--- src/rtl/panel_input_ctrl.sv ---
// panel_input_ctrl
// Front-panel input stage: synchronises and debounces the power key and five
// panel keys, runs the power state machine (off -> startup animation -> on)
// and presents qualified, glitch-free key levels to the mode controller.
// All timing advances only on the slow `tick` strobe.
//
// Ports:
//   clk      in   system clock
//   rst_n    in   asynchronous active-low reset
//   tick     in   one-clk timing strobe; counters advance only when high
//   pwr_key  in   raw power key, active high, asynchronous
//   key_raw  in   raw panel keys: [0] light toggle, [4:1] mode keys
//   switch   out  debounced, qualified key levels (0 outside ON)
//   cando    out  1 while in ON
//   running  out  1 while in STARTUP
//   startor  out  startup animation pattern bit
module panel_input_ctrl #(
    parameter int unsigned DEBOUNCE_TICKS = 20,
    parameter int unsigned ANIM_TICKS     = 2000,
    parameter int unsigned BLINK_TICKS    = 250
) (
    input  logic       clk,
    input  logic       rst_n,
    input  logic       tick,
    input  logic       pwr_key,
    input  logic [4:0] key_raw,
    output logic [4:0] switch,
    output logic       cando,
    output logic       running,
    output logic       startor
);

    localparam int unsigned DbW    = $clog2(DEBOUNCE_TICKS) + 1;
    localparam int unsigned AnimW  = $clog2(ANIM_TICKS) + 1;
    localparam int unsigned BlinkW = $clog2(BLINK_TICKS) + 1;

    // Count values on which the next tick reaches the terminal count.
    localparam logic [DbW-1:0]    DbLast    = DbW'(DEBOUNCE_TICKS - 1);
    localparam logic [AnimW-1:0]  AnimLast  = AnimW'(ANIM_TICKS - 1);
    localparam logic [BlinkW-1:0] BlinkLast = BlinkW'(BLINK_TICKS - 1);

    typedef enum logic [1:0] {StOff, StStartup, StOn} state_e;

    // Bit 0 is the power key, bits 5:1 are the panel keys.
    logic [5:0] raw_in;
    logic [5:0] sync1_q, sync2_q;
    logic [5:0] deb;

    assign raw_in = {key_raw, pwr_key};

    always_ff @(posedge clk or negedge rst_n) begin
        if (!rst_n) begin
            sync1_q <= '0;
            sync2_q <= '0;
        end else begin
            sync1_q <= raw_in;
            sync2_q <= sync1_q;
        end
    end

    for (genvar i = 0; i < 6; i++) begin : g_deb
        logic [DbW-1:0] cnt_q;
        logic           deb_q;

        always_ff @(posedge clk or negedge rst_n) begin
            if (!rst_n) begin
                cnt_q <= '0;
                deb_q <= 1'b0;
            end else if (sync2_q[i] == deb_q) begin
                // Agreement (including a bounce back) restarts the count.
                cnt_q <= '0;
            end else if (tick) begin
                if (cnt_q == DbLast) begin
                    deb_q <= sync2_q[i];
                    cnt_q <= '0;
                end else begin
                    cnt_q <= cnt_q + 1'b1;
                end
            end
        end

        assign deb[i] = deb_q;
    end

    // Power event gating. A key held through reset debounces high without an
    // event: events are armed only once the synchronised and debounced power
    // key have both been seen low after the synchroniser has refilled.
    logic [1:0] settle_q;
    logic       pwr_prev_q;
    logic       armed_q;
    logic       pwr_event;

    always_ff @(posedge clk or negedge rst_n) begin
        if (!rst_n) begin
            settle_q   <= '0;
            pwr_prev_q <= 1'b0;
            armed_q    <= 1'b0;
        end else begin
            settle_q   <= {settle_q[0], 1'b1};
            pwr_prev_q <= deb[0];
            if (settle_q[1] && !sync2_q[0] && !deb[0]) begin
                armed_q <= 1'b1;
            end
        end
    end

    assign pwr_event = deb[0] & ~pwr_prev_q & armed_q;

    // Mode keys pass only when at most one is held; the light key always passes.
    logic [3:0] mode_keys;
    logic       mode_multi;
    logic [4:0] sw_qual;

    always_comb begin
        mode_keys  = deb[5:2];
        mode_multi = |(mode_keys & (mode_keys - 4'd1));
        sw_qual    = {(mode_multi ? 4'b0000 : mode_keys), deb[1]};
    end

    state_e             state_q;
    logic [AnimW-1:0]   anim_cnt_q;
    logic [BlinkW-1:0]  blink_cnt_q;
    logic [4:0]         switch_q;
    logic               cando_q;
    logic               running_q;
    logic               startor_q;

    always_ff @(posedge clk or negedge rst_n) begin
        if (!rst_n) begin
            state_q     <= StOff;
            anim_cnt_q  <= '0;
            blink_cnt_q <= '0;
            switch_q    <= '0;
            cando_q     <= 1'b0;
            running_q   <= 1'b0;
            startor_q   <= 1'b0;
        end else begin
            case (state_q)
                StOff: begin
                    if (pwr_event) begin
                        state_q     <= StStartup;
                        running_q   <= 1'b1;
                        startor_q   <= 1'b1;
                        anim_cnt_q  <= '0;
                        blink_cnt_q <= '0;
                    end
                end
                StStartup: begin
                    // A power event beats the animation terminal count.
                    if (pwr_event) begin
                        state_q   <= StOff;
                        running_q <= 1'b0;
                        startor_q <= 1'b0;
                    end else if (tick) begin
                        if (anim_cnt_q == AnimLast) begin
                            state_q   <= StOn;
                            running_q <= 1'b0;
                            cando_q   <= 1'b1;
                            startor_q <= 1'b1;
                        end else begin
                            anim_cnt_q <= anim_cnt_q + 1'b1;
                            if (blink_cnt_q == BlinkLast) begin
                                startor_q   <= ~startor_q;
                                blink_cnt_q <= '0;
                            end else begin
                                blink_cnt_q <= blink_cnt_q + 1'b1;
                            end
                        end
                    end
                end
                StOn: begin
                    if (pwr_event) begin
                        state_q   <= StOff;
                        cando_q   <= 1'b0;
                        startor_q <= 1'b0;
                        switch_q  <= '0;
                    end else begin
                        switch_q <= sw_qual;
                    end
                end
                default: begin
                    state_q   <= StOff;
                    cando_q   <= 1'b0;
                    running_q <= 1'b0;
                    startor_q <= 1'b0;
                    switch_q  <= '0;
                end
            endcase
        end
    end

    assign switch  = switch_q;
    assign cando   = cando_q;
    assign running = running_q;
    assign startor = startor_q;

endmodule

--- config.mk ---
export PLATFORM = sky130hd
export DESIGN_NAME = panel_input_ctrl
export DESIGN_NICKNAME = d
export VERILOG_FILES = /design/src/rtl/panel_input_ctrl.sv
export SDC_FILE = /design/constraint.sdc
export NUM_CORES = 1
export LEC_CHECK = 0
export BUFFER_PORTS_ARGS = -buffer_cell sky130_fd_sc_hd__buf_4
export CAP_MARGIN = 20
export CELL_PAD_IN_SITES_DETAIL_PLACEMENT = 1
export CELL_PAD_IN_SITES_GLOBAL_PLACEMENT = 1
export CORE_MARGIN = 2
export CORE_UTILIZATION = 44
export CTS_CLUSTER_DIAMETER = 30
export DETAILED_ROUTE_END_ITERATION = 8
export HOLD_SLACK_MARGIN = 0.02
export PLACE_DENSITY_LB_ADDON = 0.1
export SLEW_MARGIN = 20
export SYNTH_ARGS = -nofsm -noshare
export SYNTH_HDL_FRONTEND = slang
export SYNTH_SLANG_ARGS = --single-unit
--- constraint.sdc ---
create_clock -name clk -period 2.08 [get_ports clk]
set_clock_uncertainty 0.15 [all_clocks]
set_input_delay 0.52 -clock clk [delete_from_list [all_inputs] [get_ports clk]]
set_output_delay 0.52 -clock clk [all_outputs]
set_load 0.02 [all_outputs]
Yosys cells after proc, flatten, opt, wreduce, memory -nomap -nowiden
Index checks and enable logic that the tools add are counted.

word-level totals
  bits in registers = 89
  word-level logic and storage cells = 149
  output and inout bits = 8
  input port bits = 9

cells by class
  equality and inequality tests = 25
  add/subtract/negate cells = 9
  bitwise logic cells = 13
  reduce and logical (&&, ||, !) cells = 25
  muxes and demuxes = 53

operator list
  cell                   count
  $mux 6                 18
  $mux 12                4
  $mux 9                 5
  $add 6x1->6 const B    6
  $eq 6x5->1 const B     6
  $pmux 12 s2            1
  $pmux 9 s2             1
  $reduce_and 3->1       6
  $reduce_bool 2->1      7
  $add 12x1->12 const B  1
  $eq 12x11->1 const B   1
  $mux 1                 12
  $ne 2x2->1 const B     6
  $reduce_and 4->1       3
  $mux 2                 5
  $not 1->1              10
  $pmux 5 s2             1
  $reduce_and 5->1       2
  $add 9x1->9 const B    1
  $eq 9x8->1 const B     1
  $pmux 1 s3             3
  $eq 1x1->1             6
  $ne 3x3->1 const B     2
  $pmux 2 s3             1
  13 further kinds       16

Longest topological paths before layout
Gate-level depths: netlist of the first run.

  depth in word-level cells = 6
  mapped depth = 7
  gate-level depth less buffers = 6

Worst setup path before layout of the first run
No wires, ideal clock.

  kind = register to register
  from = register anim_cnt_q[0]
  to = register anim_cnt_q[6]
  buffers on the path = 2
  required time = 1,827 ps
  clock period less this slack = 1,979 ps
  cell stages (with the launch flop) = 8
  data arrival time = 1,725 ps
  slack = 101 ps
  setup time = 103 ps
  cell sequence = dfrtp_1 ha_1 and3_1 buf_1 and4_1 buf_2 or2_1 o41ai_2

between the ends
  cells in the longest elaborated chain, start to end = 5
  elaborated cells on any way between the ends = 8
  those cells by class = add/sub (1); eq/ne (2); mux (4); reduce/logical (1)

ends and longest elaborated chain
  element                 line  source
  from (decl)             121   logic [AnimW-1:0] anim_cnt_q;
  from (signal assigned)  161   anim_cnt_q <= anim_cnt_q + 1'b1;
  $add 12x1->12           161
  $mux 12                 155   if (anim_cnt_q == AnimLast) begin
  $mux 12                 154   end else if (tick) begin
  $mux 12                 150   if (pwr_event) begin
  $pmux 12 s2             138   case (state_q)

Several ways; a longest one is shown, not always the timed one. The select of a mux whose other input is x is not followed.
A chain may end at the register's enable or synchronous reset.

Final worst setup path of the first run
  from = register blink_cnt_q[1]
  to = register blink_cnt_q[3]

between the ends
  cells in the longest elaborated chain, start to end = 6
  elaborated cells on any way between the ends = 7
  those cells by class = add/sub (1); eq/ne (1); mux (5)

ends and longest elaborated chain
  element                                           line      source
  from (decl)                                       122       logic [BlinkW-1:0] blink_cnt_q;
  from (signal assigned)                            166       blink_cnt_q <= blink_cnt_q + 1'b1;
  $add 9x1->9 / $eq 9x8->1 (equally long branches)  166, 162
  $mux 9 *                                          162       if (blink_cnt_q == BlinkLast) begin
  $mux 9 *                                          155
  $mux 9 *                                          154
  $mux 9 *                                          150
  $pmux 9 s2 *                                      138

Every way passes the cells marked *; elsewhere a longest branch is shown, timed or not. The select of a mux whose other input is x is not followed.

==> impl_results.md, run 1 <==
* First-pass detailed-route iteration total at 4
* Clock power frac at 41.0%
* Post-synth cell types at 50
* Switching pwr at 0.783 mW
* Worst Path Max Fanout at 5
* Initial DRC Count at 80
* Syn Std Cell Area at roughly 0.0044 mm^2
* Vias per cell at approximately 5.5
* Hold crit path type: in2reg
* Met1 Use GR at between 20% and 30%
* Commonest cells after routing, fill and taps aside: dfrtp_1, nand2_1, buf_4, o21ai_0
* Initial antenna violation count at 0
* CTS buffer count at 9
* DR vias at between 3000 and 4000
* Slew Limit Fails at 0
* Critical path type: reg2reg
* Worst r2r dst: blink_cnt_q[3]
* Layout cells sized above 1 at between 10% and 20%
* Lkg Pwr at ~2.2 nW
* Commonest non-fill, non-tap cell in the layout: dfrtp_1
* P per Cell Area at between 600 and 700 mW/mm^2
* First-pass GRT wire length at 17000 um
* Chip width at just over 100 um
* GRT Util Overall at between 15 and 20%
* Met2 usage at 32.6%
* RSZ-0062 raised after global routing: false
* Clock sink count at 89
* Row count at 36
* Nets@finish at 491
* Critical-path cell list: inv_1 > ha_1 > nor4bb_1 > a21oi_1 > a211oi_1 > o22ai_1
* Critical path launch point type: register
* Area leader, netlist: dfrtp_1
* Initial Util at a little under half
* Buffers on Ports at 16
* Setup violators final at 0
* CP startpoint: blink_cnt_q[1]
* Tmin final at 1.93 ns
* DRC Markers at 0
* H-tree Lvls at 3
* RePlAce Congestion at slightly above 0.8
* Synth Flop Type: dfrtp_1
* IO Count at 17
* Status: finished clean
* Worst reg-to-reg setup slack at between 0.1 and 0.15 ns
* Post-Synthesis Cells at between 400 and 500
* FF-to-FF Start: blink_cnt_q[1]
* Critical Path Sink: blink_cnt_q[3]
* DRT antenna net count at 0
* Hold_sp: key_raw[2]
* CP peak stage delay at approximately 0.4 ns
* Number of global-route vias before repair at ~3500
* CTS clk-pin slew, worst paths at 0.09 ns
* Final Hold Fails at 0
* Max Freq at between 500 and 600 MHz
* DP Cell Count at slightly below 600
* Largest net degree at the start of global routing at 37
* Hold Worst Slack at around 0.095 ns
* Post-DP HPWL at slightly above 7000 um
* Post-DR wirelength/cell at roughly 16 um
* Post-synth ARST share at 100%
* Routed wire length at about 10000 um
* Max rail drop VDD at 0.000439 V
* Die height at ~100 um
* Final core utilization at ~52%
* Bufs on Longest Clock Path at 2
* Core area at approximately 0.0097 mm^2
* Avg Cell Area, Syn at between 10 and 15 um^2
* Max Cap Viol at 0
* #FFs+latches synth at 89
* Root Buffer: clkbuf_8
* GR peak layer: met2
* Setup_tns at 0 ns
* Synth top area cells: dfrtp_1, nand2_1, o21ai_0
* Die Area at ~0.011 mm^2
* Clk_lat worst skew at ~0.37 ns
* WP data required at 2.17 ns
* Post-synth top area share at 50.7%
* Comb power frac at around 4.6%
* Layout area overhead at 14.3%
* Ant diodes at 0
* Fin cells at between 600 and 700
* Part of the cycle the worst path needs at between 90 and 100%
* Setup crit end kind: register
* CTS tree: done
* Mapped Nets at around 460
* Power share of the sequential group at around 54%
* Switching Fraction at approximately a quarter
* Post-synth EDFFs at 0
* Gr ovfl total at 0
* Reg2Reg Depth at 6
* Syn. warnings at 0
* Global Route met3 Usage at around 5.1%
* Crit path DAT at between 2 and 2.5 ns
* Cell Int Power at 2.51 mW
* Post-synthesis sequential area ratio at between 50% and 60%
* Slowest CP cell: dfrtp_1
-- stage by stage --
| step | setup slack, ns | cell area (um^2) | power [mW] |
|---|---|---|---|
| floorplan | 0.101 | 4390 | 1.89 |
| global route | 0.0215 | 5020 | 3.44 |
| finish | 0.149 | 5020 | 3.29 |
| global placement | 0.124 | 4780 | 1.97 |
| detailed placement | 0.0706 | 4780 | 1.98 |
| CTS | 0.0773 | 5010 | 3.35 |
-- metal layers --
layer / wire, um / share of wire [%] / up-vias
met5: 0 / 0 / -
met4: 100 / 1.0 / 0
met3: 234 / 2.4 / 9
met2: 4860 / 49 / 24
met1: 4630 / 47 / 1700
li1: - / - / 1652
-- cell type report --
class	instances	area, um^2
sequential	89	2230
inverter	15	56.3
fill	1129	4710
tap	133	166
clock inverter	7	101
timing repair buffer	39	308
clock buffer	9	124
multi-input combinational	319	2030
-- registers in the layout, summed over array words and instances, names as in the netlist --
name	flops
g_deb.deb_q	6
sync1_q	6
startor	1
pwr_prev_q	1
cando	1
settle_q	2
armed_q	1
state_q	2
sync2_q	6
blink_cnt_q	9
running	1
switch	5
anim_cnt_q	12
g_deb.cnt_q	36
-- critical path, delay by kind of cell (launching register included) --
family	cells	cell delay, ns
DFF	1	0.41
AOI/OAI and AO/OA	3	0.71
buffers and inverters	1	0.09
adders and majority gates	1	0.14
and+or+nand+nor	1	0.31
-- cells in the mapped netlist (all sizes together) (6+ instances only) --
master	instances
a21oi	10
o2bb2ai	7
nor3	12
and3	9
buf	8
mux2	6
nor2	27
ha	9
o211ai	8
inv	15
dfrtp	89
nand2	47
nand2b	10
xnor2	8
nand4	7
xor2	16
o22ai	11
o21ai	29
nand3	27
clkbuf	7
or3	7
o21a	6
mux2i	8
-- how the worst min path moves through the flow --
stage	endpoint	slack [ns]	cells after the start
2_1_floorplan	anim_cnt_q[0]	0.07	0
3_3_place_gp	sync2_q[2]	0.18	0
3_5_place_dp	sync2_q[2]	0.19	0
4_1_cts	sync1_q[3]	0.08	1
5_1_grt	sync1_q[1]	0.07	1
6_report	sync1_q[3]	0.1	1
-- kinds of logic after synthesis --
group	share of synthesized area [%]
and+or+nand+nor	20.6
muxes	3.36
xor gates and xnor gates	4.79
adders and majority gates	2.56
DFF	50.7
buffers and inverters	3.02
AOI/OAI and AO/OA	14.8
other	0.0854
-- power groups by stage --
stage / registers, mW / logic [mW] / clock network (mW)
after detailed placement: 1.83 / 0.157 / 0
after floorplan: 1.82 / 0.0750 / 0
after global placement: 1.82 / 0.151 / 0
after global routing: 1.80 / 0.178 / 1.46
final: 1.79 / 0.153 / 1.35
after CTS: 1.79 / 0.159 / 1.40
-- what timing repair did --
action | 4_1_cts | 5_1_grt
hold endpoints to repair | 33 | 0
endpoints found under the setup margin | 0 | 4
gates resized for setup | 0 | 3
hold buffers | 1 | 0
buffers inserted | 0 | 0
Power figures use the tool's default switching activity.
==> inputs of run 2 (changes only) <==
--- a/config.mk
+++ b/config.mk
@@ -5,12 +5,13 @@
 export SDC_FILE = /design/constraint.sdc
 export NUM_CORES = 1
 export LEC_CHECK = 0
+export ABC_AREA = 1
 export BUFFER_PORTS_ARGS = -buffer_cell sky130_fd_sc_hd__buf_4
 export CAP_MARGIN = 20
 export CELL_PAD_IN_SITES_DETAIL_PLACEMENT = 1
 export CELL_PAD_IN_SITES_GLOBAL_PLACEMENT = 1
 export CORE_MARGIN = 2
-export CORE_UTILIZATION = 44
+export CORE_UTILIZATION = 42
 export CTS_CLUSTER_DIAMETER = 30
 export DETAILED_ROUTE_END_ITERATION = 8
 export HOLD_SLACK_MARGIN = 0.02
==> impl_results.md, run 2 <==
* Area of the multi-input gates at 0.00189 mm^2 (-7.1%)
* Fin cells at 692 (+13%)
* P per Cell Area at 806 mW/mm^2 (+23%)
* Area leader, netlist: dfrtp_1
* Critical-path cell list: ha_1 > nand2_1 > nor2_1 > nand3_2 > o21ai_4 > buf_12 > o21ai_0
* Switching pwr at 1.14 mW (+46%)
* Post-synth EDFFs at 0 (unchanged)
* Post-synth cell types at 32 (-36%)
* Post-DR wirelength/cell at 13.8 um (-14%)
* Layout cells sized above 1 at 9.89% (-3.5 points)
* Setup violators final at 0 (unchanged)
* DRT antenna net count at 0 (unchanged)
* Synth top cells by count: nand2_1, dfrtp_1, inv_1, nand3_1, o21ai_0
* Final WS setup at 0.277 ns (+0.128 ns)
* Core area at 0.0102 mm^2 (+5.2%)
* Part of the cycle the worst path needs at 86.7% (-6.1 points)
* Switching Fraction at 28.6% (+4.8 points)
* Post-synth top area share at 50.6% (-0.10 points)
* Layout area overhead at 13.0%
* Avg Cell Area, Syn at 8.41 um^2 (-16%)
* Hold Worst Slack at 0.106 ns (+0.0111 ns)
* Routed wire length at 9550 um (-2.8%)
* CTS buffer count at 9 (unchanged)
* Synth top area cells: dfrtp_1, nand2_1, nand3_1
* H-tree Lvls at 3 (unchanged)
* Tmin final at 1.80 ns (-0.128 ns)
* Gr ovfl total at 0 (unchanged)
* Commonest cells after routing, fill and taps aside: nand2_1, dfrtp_1, inv_1, nand3_1, o21ai_0
* Cell Int Power at 2.86 mW (+14%)
* Number of global-route vias before repair at 3749 (+7.4%)
* Adder-cell share of the synthesized area at 2.56% (-0.0051 points)
* Max Freq at 555 MHz (+7.1%)
* Synth Area in Simple Gates at 25.3% (+4.7 points)
* Synth Area in Compound Gates at 10.8% (-4.1 points)
* Max rail drop VDD at 0.000406 V (-7.4%)
* Syn Std Cell Area at 0.00440 mm^2 (+0.20%)
* Critical path launch point type: register
* DR vias at 3572 (+5.5%)
* WP data required at 2.17 ns (about the same)
* Initial DRC Count at 116 (+45%)
* Hold crit path type: in2reg
* Synth Area in XOR/XNOR at 4.18% (-0.61 points)
* Power share of the sequential group at 49.7% (-4.7 points)
* Row count at 37 (+2.8%)
* Clock power frac at 34.9% (-6.1 points)
* Largest regs: g_deb.cnt_q: 36 flops, anim_cnt_q: 12 flops, blink_cnt_q: 9 flops
* Setup crit end kind: register
* Buffers on Ports at 16 (unchanged)
* Synth Flop Type: dfrtp_1
* Largest register FFs at 36 (unchanged)
* Count leader, synth: nand2_1
* #FFs+latches synth at 89 (unchanged)
* Status: finished clean
* Lkg Pwr at 2.25 nW (+2.7%)
* Root Buffer: clkbuf_8
* Syn. warnings at 0 (unchanged)
* Tot Pwr at 4.01 mW (+22%)
* DRC Markers at 0 (unchanged)
* CTS resizes at 0 (unchanged)
* Chip width at 106 um (+2.4%)
* Filler Cell Count at 1220 (+8.1%)
* Setup_tns at 0 ns (unchanged)
* Final Hold Fails at 0 (unchanged)
* Largest net degree at the start of global routing at 40 (+8.1%)
* CTS clk-pin slew, worst paths at 0.09 ns (about the same)
* Vias per cell at 5.16 (-6.8%)
* Post-synthesis sequential area ratio at 50.6% (-0.10 points)
* Hold buffers post-CTS at 1 (unchanged)
* RePlAce Congestion at 0.820 (-1.0%)
* Clock sink count at 89 (unchanged)
* First-pass GRT wire length at 16800 um (-0.97%)
* Initial antenna violation count at 0 (unchanged)
* Die height at 106 um (+2.4%)
* Max Cap Viol at 0 (unchanged)
* First-pass detailed-route iteration total at 4 (unchanged)
* Comb power frac at 15.4% (+11 points)
* Post-CTS Setup Bufs at 0 (unchanged)
* Setup WS pre-CTS at 0.277 ns (+0.206 ns)
* IO Count at 17 (unchanged)
* Post-synth ARST share at 100% (unchanged)
* GRT Util Overall at 18.5% (-0.89 points)
* Crit path DAT at 1.90 ns (-0.12 ns)
* RSZ-0062 raised after global routing: false
* Commonest non-fill, non-tap cell in the layout: nand2_1
* Mux cell area share after synthesis at 0% (-3.4 points)
* Slew Limit Fails at 0 (unchanged)
* Mapped Nets at 541 (+19%)
* Nets@finish at 569 (+16%)
* Ant diodes at 0 (unchanged)
* Slowest CP cell: dfrtp_1
* Bufs on Longest Clock Path at 2 (unchanged)
* Worst Path Max Fanout at 37 (+32)
* CP peak stage delay at 0.43 ns (+0.02 ns)
* Largest family of logic cells by synthesized area: simple AND/OR/NAND/NOR gates
* FF+latch area at 0.00223 mm^2 (about the same)
* DP Cell Count at 675 (+14%)
* Largest Register: g_deb.cnt_q
* Die Area at 0.0113 mm^2 (+4.8%)
* Initial Util at 43.0% (-2.1 points)
* Clk_lat worst skew at 0.36 ns (about the same)
* Critical path type: reg2reg
* CTS tree: done
* Post-Synthesis Cells at 523 (+19%)
* Post-DP HPWL at 7070 um (-2.6%)
run 2: stage by stage:
stage | util [%] | cell area [um^2]
finish | 48.6 | 4970
global route | 48.6 | 4970
CTS | 48.6 | 4970
detailed placement | 46.2 | 4720
global placement | 46.2 | 4720
floorplan | - | 4400
run 2: final cells by class:
cell class                      instances  share of cell area (%)
Clock inverter                          4                    1.49
Timing Repair Buffer                   24                    4.43
Tap cell                              136                    3.42
Multi-Input combinational cell        367                    38.0
Sequential cell                        89                    44.8
Clock buffer                           12                    3.32
Inverter                               60                    4.56
run 2: logic make-up (layout without fill, tap and decap cells):
group                      count (synthesis)  in the layout
other                                      1              1
DFF                                       89             89
and+or+nand+nor                          256            256
adders and majority gates                  9              9
xor gates and xnor gates                  21             21
AOI/OAI and AO/OA                         80             80
buffers and inverters                     67            100
run 2: worst paths after layout:
kind | start | to | slack, ns | cells past startpoint
worst max register to register | anim_cnt_q[0] | anim_cnt_q[6] | 0.28 | 7
max in group asynchronous | rst_n | g_deb[0].cnt_q[1] | 0.85 | 3
min in group asynchronous | rst_n | anim_cnt_q[11] | 0.43 | 2
worst min-delay path | key_raw[2] | sync1_q[3] | 0.11 | 1
worst max-delay path | anim_cnt_q[0] | anim_cnt_q[6] | 0.28 | 7
worst min register to register | sync1_q[4] | sync2_q[4] | 0.20 | 0
run 2: critical path, delay by kind of cell (launching register included):
family	cells	cell delay (ns)
DFF	1	0.43
buffers and inverters	1	0.22
and+or+nand+nor	3	0.40
AOI/OAI and AO/OA	2	0.30
adders and majority gates	1	0.19
run 2: power by group through the flow:
stage                     registers, mW  clock network, mW  logic, mW
final                              1.99               1.40      0.617
after detailed placement           2.03                  0      0.625
after CTS                          1.99               1.45      0.631
after global placement             2.02                  0      0.605
after floorplan                    2.01                  0      0.414
after global routing               2.02               1.52      0.698
run 2: layer usage:
| layer | vias up | GRT usage [%] | share of wire, % |
|---|---|---|---|
| met5 | - | 0 | 0 |
| met4 | 0 | 6.02 | 1.2 |
| met3 | 9 | 3.74 | 2.0 |
| met2 | 25 | 32.6 | 50 |
| met1 | 1761 | 22.8 | 47 |
| li1 | 1777 | - | - |
